`src/rtl/fixed_point_div_dispatch.sv`:
```
// fixed_point_div_dispatch
// Queues signed Q(QM).(QN) divide requests, issues them one at a time to an
// external divider, guards each with a watchdog and holds the result in a
// single output slot until the consumer takes it. Operands and quotients pass
// through untouched; this block never does arithmetic on them.
//
// Handshake semantics (both in_* and out_* ports): a transfer happens on a
// rising clock edge where valid && ready are both 1. A producer holding valid
// keeps its payload stable until the transfer. in_ready depends only on the
// queue fill level and reset, never on in_valid or a same-cycle pop.
// out_valid/out_* are registered and stay stable until out_ready is seen.
// div_valid is a one-cycle start pulse; the divider answers with a one-cycle
// div_done, which is only honoured while a request is in flight.
module fixed_point_div_dispatch #(
  parameter int QM         = 12,
  parameter int QN         = 20,
  parameter int DATA_WIDTH = QM + QN,
  parameter int DEPTH      = 4,
  parameter int TAG_WIDTH  = 4,
  parameter int TIMEOUT    = 64
) (
  input  logic                     clk,
  input  logic                     rst,
  input  logic                     in_valid,
  output logic                     in_ready,
  input  logic [DATA_WIDTH-1:0]    in_numerator,
  input  logic [DATA_WIDTH-1:0]    in_denominator,
  input  logic [TAG_WIDTH-1:0]     in_tag,
  output logic                     div_valid,
  output logic [DATA_WIDTH-1:0]    div_numerator,
  output logic [DATA_WIDTH-1:0]    div_denominator,
  input  logic                     div_done,
  input  logic [DATA_WIDTH-1:0]    div_quotient,
  input  logic                     div_error,
  output logic                     out_valid,
  input  logic                     out_ready,
  output logic [DATA_WIDTH-1:0]    out_quotient,
  output logic                     out_error,
  output logic                     out_timeout,
  output logic [TAG_WIDTH-1:0]     out_tag,
  output logic [$clog2(DEPTH):0]   occupancy,
  output logic [1:0]               state_dbg
);

  localparam int PTR_W = $clog2(DEPTH);
  localparam int CNT_W = PTR_W + 1;
  localparam int WD_W  = $clog2(TIMEOUT + 1);

  localparam logic [CNT_W-1:0] DEPTH_C = CNT_W'(DEPTH);
  // Last WAIT cycle before expiry: the counter starts at 0 in the first WAIT
  // cycle, so the TIMEOUT-th WAIT cycle sees TIMEOUT-1.
  localparam logic [WD_W-1:0]  WD_LAST = WD_W'(TIMEOUT - 1);

  typedef enum logic [1:0] {
    S_IDLE  = 2'd0,
    S_ISSUE = 2'd1,
    S_WAIT  = 2'd2
  } state_t;

  state_t                  state;

  logic [DATA_WIDTH-1:0]   num_mem [DEPTH];
  logic [DATA_WIDTH-1:0]   den_mem [DEPTH];
  logic [TAG_WIDTH-1:0]    tag_mem [DEPTH];
  logic [PTR_W-1:0]        wr_ptr;
  logic [PTR_W-1:0]        rd_ptr;
  logic [CNT_W-1:0]        count;

  logic [TAG_WIDTH-1:0]    flight_tag;
  logic [WD_W-1:0]         wd_cnt;

  logic                    push;
  logic                    pop;
  logic                    slot_free;
  logic                    out_fire;

  // Queue acceptance and issue decision. A full queue refuses a push even if
  // the head is leaving in the same cycle.
  assign in_ready  = !rst && (count < DEPTH_C);
  assign push      = in_valid && in_ready;
  assign out_fire  = out_valid && out_ready;
  assign slot_free = !out_valid || out_ready;
  // The head leaves the queue on the edge that enters ISSUE, so occupancy
  // never includes the request in flight.
  assign pop       = (state == S_IDLE) && (count != '0) && slot_free;

  assign occupancy = count;
  assign state_dbg = state;

  // Queue storage: written on push, no reset needed because entries are only
  // read when count says they are valid.
  always_ff @(posedge clk) begin
    if (push) begin
      num_mem[wr_ptr] <= in_numerator;
      den_mem[wr_ptr] <= in_denominator;
      tag_mem[wr_ptr] <= in_tag;
    end
  end

  // Queue pointers and fill count; pointers wrap naturally at DEPTH.
  always_ff @(posedge clk) begin
    if (rst) begin
      wr_ptr <= '0;
      rd_ptr <= '0;
      count  <= '0;
    end else begin
      if (push) begin
        wr_ptr <= wr_ptr + 1'b1;
      end
      if (pop) begin
        rd_ptr <= rd_ptr + 1'b1;
      end
      case ({push, pop})
        2'b10:   count <= count + 1'b1;
        2'b01:   count <= count - 1'b1;
        default: count <= count;
      endcase
    end
  end

  // Dispatch FSM with the divider operand registers, watchdog and the
  // registered output slot.
  always_ff @(posedge clk) begin
    if (rst) begin
      state           <= S_IDLE;
      div_valid       <= 1'b0;
      div_numerator   <= '0;
      div_denominator <= '0;
      flight_tag      <= '0;
      wd_cnt          <= '0;
      out_valid       <= 1'b0;
      out_quotient    <= '0;
      out_error       <= 1'b0;
      out_timeout     <= 1'b0;
      out_tag         <= '0;
    end else begin
      div_valid <= 1'b0;
      // Draining clears the slot; a reload below in the same cycle wins.
      if (out_fire) begin
        out_valid <= 1'b0;
      end

      case (state)
        S_IDLE: begin
          if (pop) begin
            state           <= S_ISSUE;
            div_valid       <= 1'b1;
            div_numerator   <= num_mem[rd_ptr];
            div_denominator <= den_mem[rd_ptr];
            flight_tag      <= tag_mem[rd_ptr];
          end
        end

        S_ISSUE: begin
          state  <= S_WAIT;
          wd_cnt <= '0;
        end

        S_WAIT: begin
          if (div_done) begin
            // A divider answer in the expiry cycle still counts as normal.
            state        <= S_IDLE;
            out_valid    <= 1'b1;
            out_quotient <= div_quotient;
            out_error    <= div_error;
            out_timeout  <= 1'b0;
            out_tag      <= flight_tag;
          end else if (wd_cnt == WD_LAST) begin
            state        <= S_IDLE;
            out_valid    <= 1'b1;
            out_quotient <= '0;
            out_error    <= 1'b1;
            out_timeout  <= 1'b1;
            out_tag      <= flight_tag;
          end else begin
            wd_cnt <= wd_cnt + 1'b1;
          end
        end

        default: begin
          state <= S_IDLE;
        end
      endcase
    end
  end

endmodule

```
`config.mk`:
```
export PLATFORM = sky130hd
export DESIGN_NAME = fixed_point_div_dispatch
export DESIGN_NICKNAME = d
export VERILOG_FILES = /design/src/rtl/fixed_point_div_dispatch.sv
export SDC_FILE = /design/constraint.sdc
export NUM_CORES = 1
export LEC_CHECK = 0
export BUFFER_PORTS_ARGS = -buffer_cell sky130_fd_sc_hd__buf_2
export CAP_MARGIN = 10
export CORE_MARGIN = 8
export CORE_UTILIZATION = 45
export CTS_CLUSTER_SIZE = 40
export DETAILED_ROUTE_END_ITERATION = 7
export GPL_ROUTABILITY_DRIVEN = 0
export PLACE_DENSITY_LB_ADDON = 0.12
export SYNTH_ARGS = -nofsm -noshare
export SYNTH_HDL_FRONTEND = slang
export SYNTH_SLANG_ARGS = --single-unit
```
`constraint.sdc`:
```
create_clock -name clk -period 3.3 [get_ports clk]
set_input_delay 0 -clock clk [delete_from_list [all_inputs] [get_ports clk]]
set_output_delay 0 -clock clk [all_outputs]
set_load 0.02 [all_outputs]
```
==> metrics.cfg <==
[sta]
fmax_mhz=421
worst_slew_pin_slew_ns=0.967
setup_viol=0
fin_skew_ns=0.0167
rsz0062_at_grt=false
min_period_ns=2.38
period_share_pct=72.0
setup_tns_ns=0
report.final.slew_viol_count=0
hold_viol=0
slew_headroom_pct=35.5

[hold_path]
whs_path_depth=2
holdPathEnd=num_mem[1][15]$_DFFE_PP_
hold_path_class=in -> reg
min-delay-start=in_numerator[15]

[worst_setup_path]
rr_endpoint=occupancy[2]$_SDFFE_PP0P_
reg2reg_from=state_dbg[0]$_SDFFE_PP0P_
r2r_slack_ns=0.92
crit_required_ns=3.75
cp-start-kind=flip-flop
end_kind=flip-flop
crit_type=reg -> reg
arrival_ns=2.83
crit_fanout=17
rr_worst_depth=8

[synthesis]
ys_seq_area_share_pct=74.7
synth_fp_nets=975
synth_top_area_cell=edfxtp_1
ys_ff_latch=396
synth.area.top_cells=edfxtp_1 (57%), dfxtp_1 (17%), mux4_2 (11%), nand2_1 (3.8%), a21oi_1 (2.7%)
synth_warnings=0
synth_top_area_share_pct=57.3
synthFlopType=edfxtp_1
synth_edf_count=272
post-synth-top-count-cell=edfxtp_1
synth_common_cells=edfxtp_1 (272), nand2_1 (145), dfxtp_1 (124)
syn-instance-count=862
yosys.cell_types.count=46
syn_avg_cell_area_sq_um=16.6
synthArstFlopShare_pct=0
syn_area_sq_um=14300

[drt]
drc_errors=0
ant_nets=0
drt_iter0_drc=419
vias=8360
totalWireLength_microns=32100
drt-vias-per-instance=5.13
avgRoutedWirePerCell_microns=19.7
drt-pass1-iter-count=4

[cells_and_area]
nets=1307
drive_gt1_share_pct=30.8
final_core_util_pct=58.0
syn_to_final_growth_pct=27.7
stdcell_area_sq_um=18200

[clock_network]
cts.path.max_buffers=3
cts_tree=done
cts-root-buf=clkbuf_16
numClockSinks=396
postCtsSetupBuffers=0
htree_num_levels=2
cts_resized=0
numCtsBuffers=41
clk_pin_slew_ns=0.06
clkLatencyLatePin_ns=0.52

[power]
switching_share_pct=30.5
power_frac_comb_pct=24.1
switchingPower_mw=4.33
powerDensity_nw_per_um2=779
seqPwrFrac_pct=44.7
power_frac_clock_pct=31.2
ir_drop_mv=0.577
p_int_mw=9.87
leakage_nw=6.66

[die]
start_util_pct=45.4
io_pins=216
core-area_sq_um=31400
die_w_microns=194
die_area_sq_um=37700
rows=65
die_height_microns=194

[run_status]
status=finished clean

[grt]
grt_pass1_wl_microns=50600
antenna_found_initial=2
grt_max_degree=71
grt_pass1_vias=8871
grt_usage_pct=16.9
grt-ovfl-total=0

[placement]
place_area_sq_um=15800
dpl.hpwl_microns=19200
io_buffer_count=215

[flow_run]
max_cap_violations=0

-- cell families (layout without fill, tap and decap cells) --
kind of cell	Yosys count	in the layout	synth area share (%)
compound gates	132	132	5.91
xor+xnor	5	5	0.307
fa+ha+maj	7	7	0.667
buf+inv	61	426	2.04
flops	396	396	74.7
mux	68	68	10.7
other cells	0	2	0
simple gates	193	193	5.68
-- final cells by class --
type                    count  area (sq um)
diodes                      2          5.00
fillers                  2482         13200
inverters                   9          38.8
multi-input cells         405          3350
flip-flops and latches    396         10700
repair buffers            341          2350
clock buffers              58          1120
well taps                 402           503
clock inverters            18           186
-- flip-flops by register name, indices dropped and copies added (netlist names) --
register / count
den_mem: 128
num_mem: 128
div_denominator: 32
div_numerator: 32
out_quotient: 32
tag_mem: 16
wd_cnt: 7
flight_tag: 4
out_tag: 4
occupancy: 3
rd_ptr: 2
state_dbg: 2
wr_ptr: 2
div_valid: 1
out_error: 1
out_timeout: 1
out_valid: 1
-- routing by layer --
metal / global-route usage [%] / up-vias / part of all wire [%]
met2: 27.8 / 226 / 48
met1: 22.2 / 4136 / 45
met3: 4.43 / 35 / 6.0
met4: 3.99 / 0 / 1.4
li1: - / 3963 / -
met5: 0 / - / 0
-- power groups by stage --
stage / Sequential (mW) / Clock, mW / Combinational [mW]
detailed placement: 6.47 / 0 / 3.41
global placement: 6.44 / 0 / 3.38
floorplan: 6.76 / 0 / 1.90
global route: 6.43 / 4.75 / 3.77
finish: 6.34 / 4.43 / 3.43
CTS: 6.36 / 4.54 / 3.52
-- placed cells by master, fill, tap and decap left out, types with 2 or more instances in the layout --
master,synthesis,routed
nand3b_1,3,3
dfxtp_1,124,122
dfxtp_4,0,2
a22o_1,33,33
diode_2,0,2
inv_1,8,8
or3_1,2,2
nor2b_1,3,3
buf_4,7,16
ha_1,6,6
nor2_1,17,16
inv_6,0,2
xor2_1,2,2
buf_12,0,5
and3_1,8,4
and2_1,2,2
and3_4,0,4
xnor2_1,3,3
nand2_1,145,145
bufinv_16,0,3
o22ai_1,2,2
a21oi_1,76,75
nand3_1,2,2
mux4_2,68,68
clkinv_1,0,4
o21ai_0,2,2
clkbuf_1,25,14
o31ai_1,2,2
dlygate4sd3_1,0,106
nand4_1,3,3
nor3_1,2,2
clkbuf_8,0,3
edfxtp_1,272,272
clkbuf_16,0,41
a31o_2,4,4
clkinv_2,0,6
buf_2,18,214
a31oi_1,4,4
-- repair_timing --
| action | CTS | global route |
|---|---|---|
| endpoints found under the setup margin | 0 | 0 |
| hold buffers | 106 | 0 |
| hold endpoints to repair | 334 | 0 |
-- critical path: stages, from the launching register on --
cell and delay, ns:
dfxtp_1 0.45, or4_4 0.62, clkinv_4 0.06, ha_1 0.17, inv_1 0.06, fa_1 0.37
xor2_1 0.16, or3_1 0.30, a21oi_1 0.14
-- worst max-delay path by stage --
| stage | from | cells after the start | endpoint | slack (ns) |
|---|---|---|---|---|
| floorplan | occupancy[2]$_SDFFE_PP0P_ | 2 | den_mem[0][0]$_DFFE_PP_ | 0.31 |
| global placement | state_dbg[0]$_SDFFE_PP0P_ | 8 | occupancy[2]$_SDFFE_PP0P_ | 0.93 |
| detailed placement | state_dbg[0]$_SDFFE_PP0P_ | 8 | occupancy[2]$_SDFFE_PP0P_ | 0.93 |
| CTS | state_dbg[0]$_SDFFE_PP0P_ | 8 | occupancy[2]$_SDFFE_PP0P_ | 0.92 |
| global route | state_dbg[0]$_SDFFE_PP0P_ | 8 | occupancy[2]$_SDFFE_PP0P_ | 0.79 |
| finish | state_dbg[0]$_SDFFE_PP0P_ | 8 | occupancy[2]$_SDFFE_PP0P_ | 0.92 |
-- per-stage QoR --
stage	total power [mW]	hold WS, ns	setup WS, ns	cells
after floorplan	8.66	0.0966	0.315	862
after global placement	9.83	0.214	0.932	1447
after detailed placement	9.88	0.218	0.928	1447
after CTS	14.4	0.189	0.921	1629
after global routing	14.9	0.193	0.793	1631
final	14.2	0.217	0.924	1631
Power figures use the tool's default switching activity.
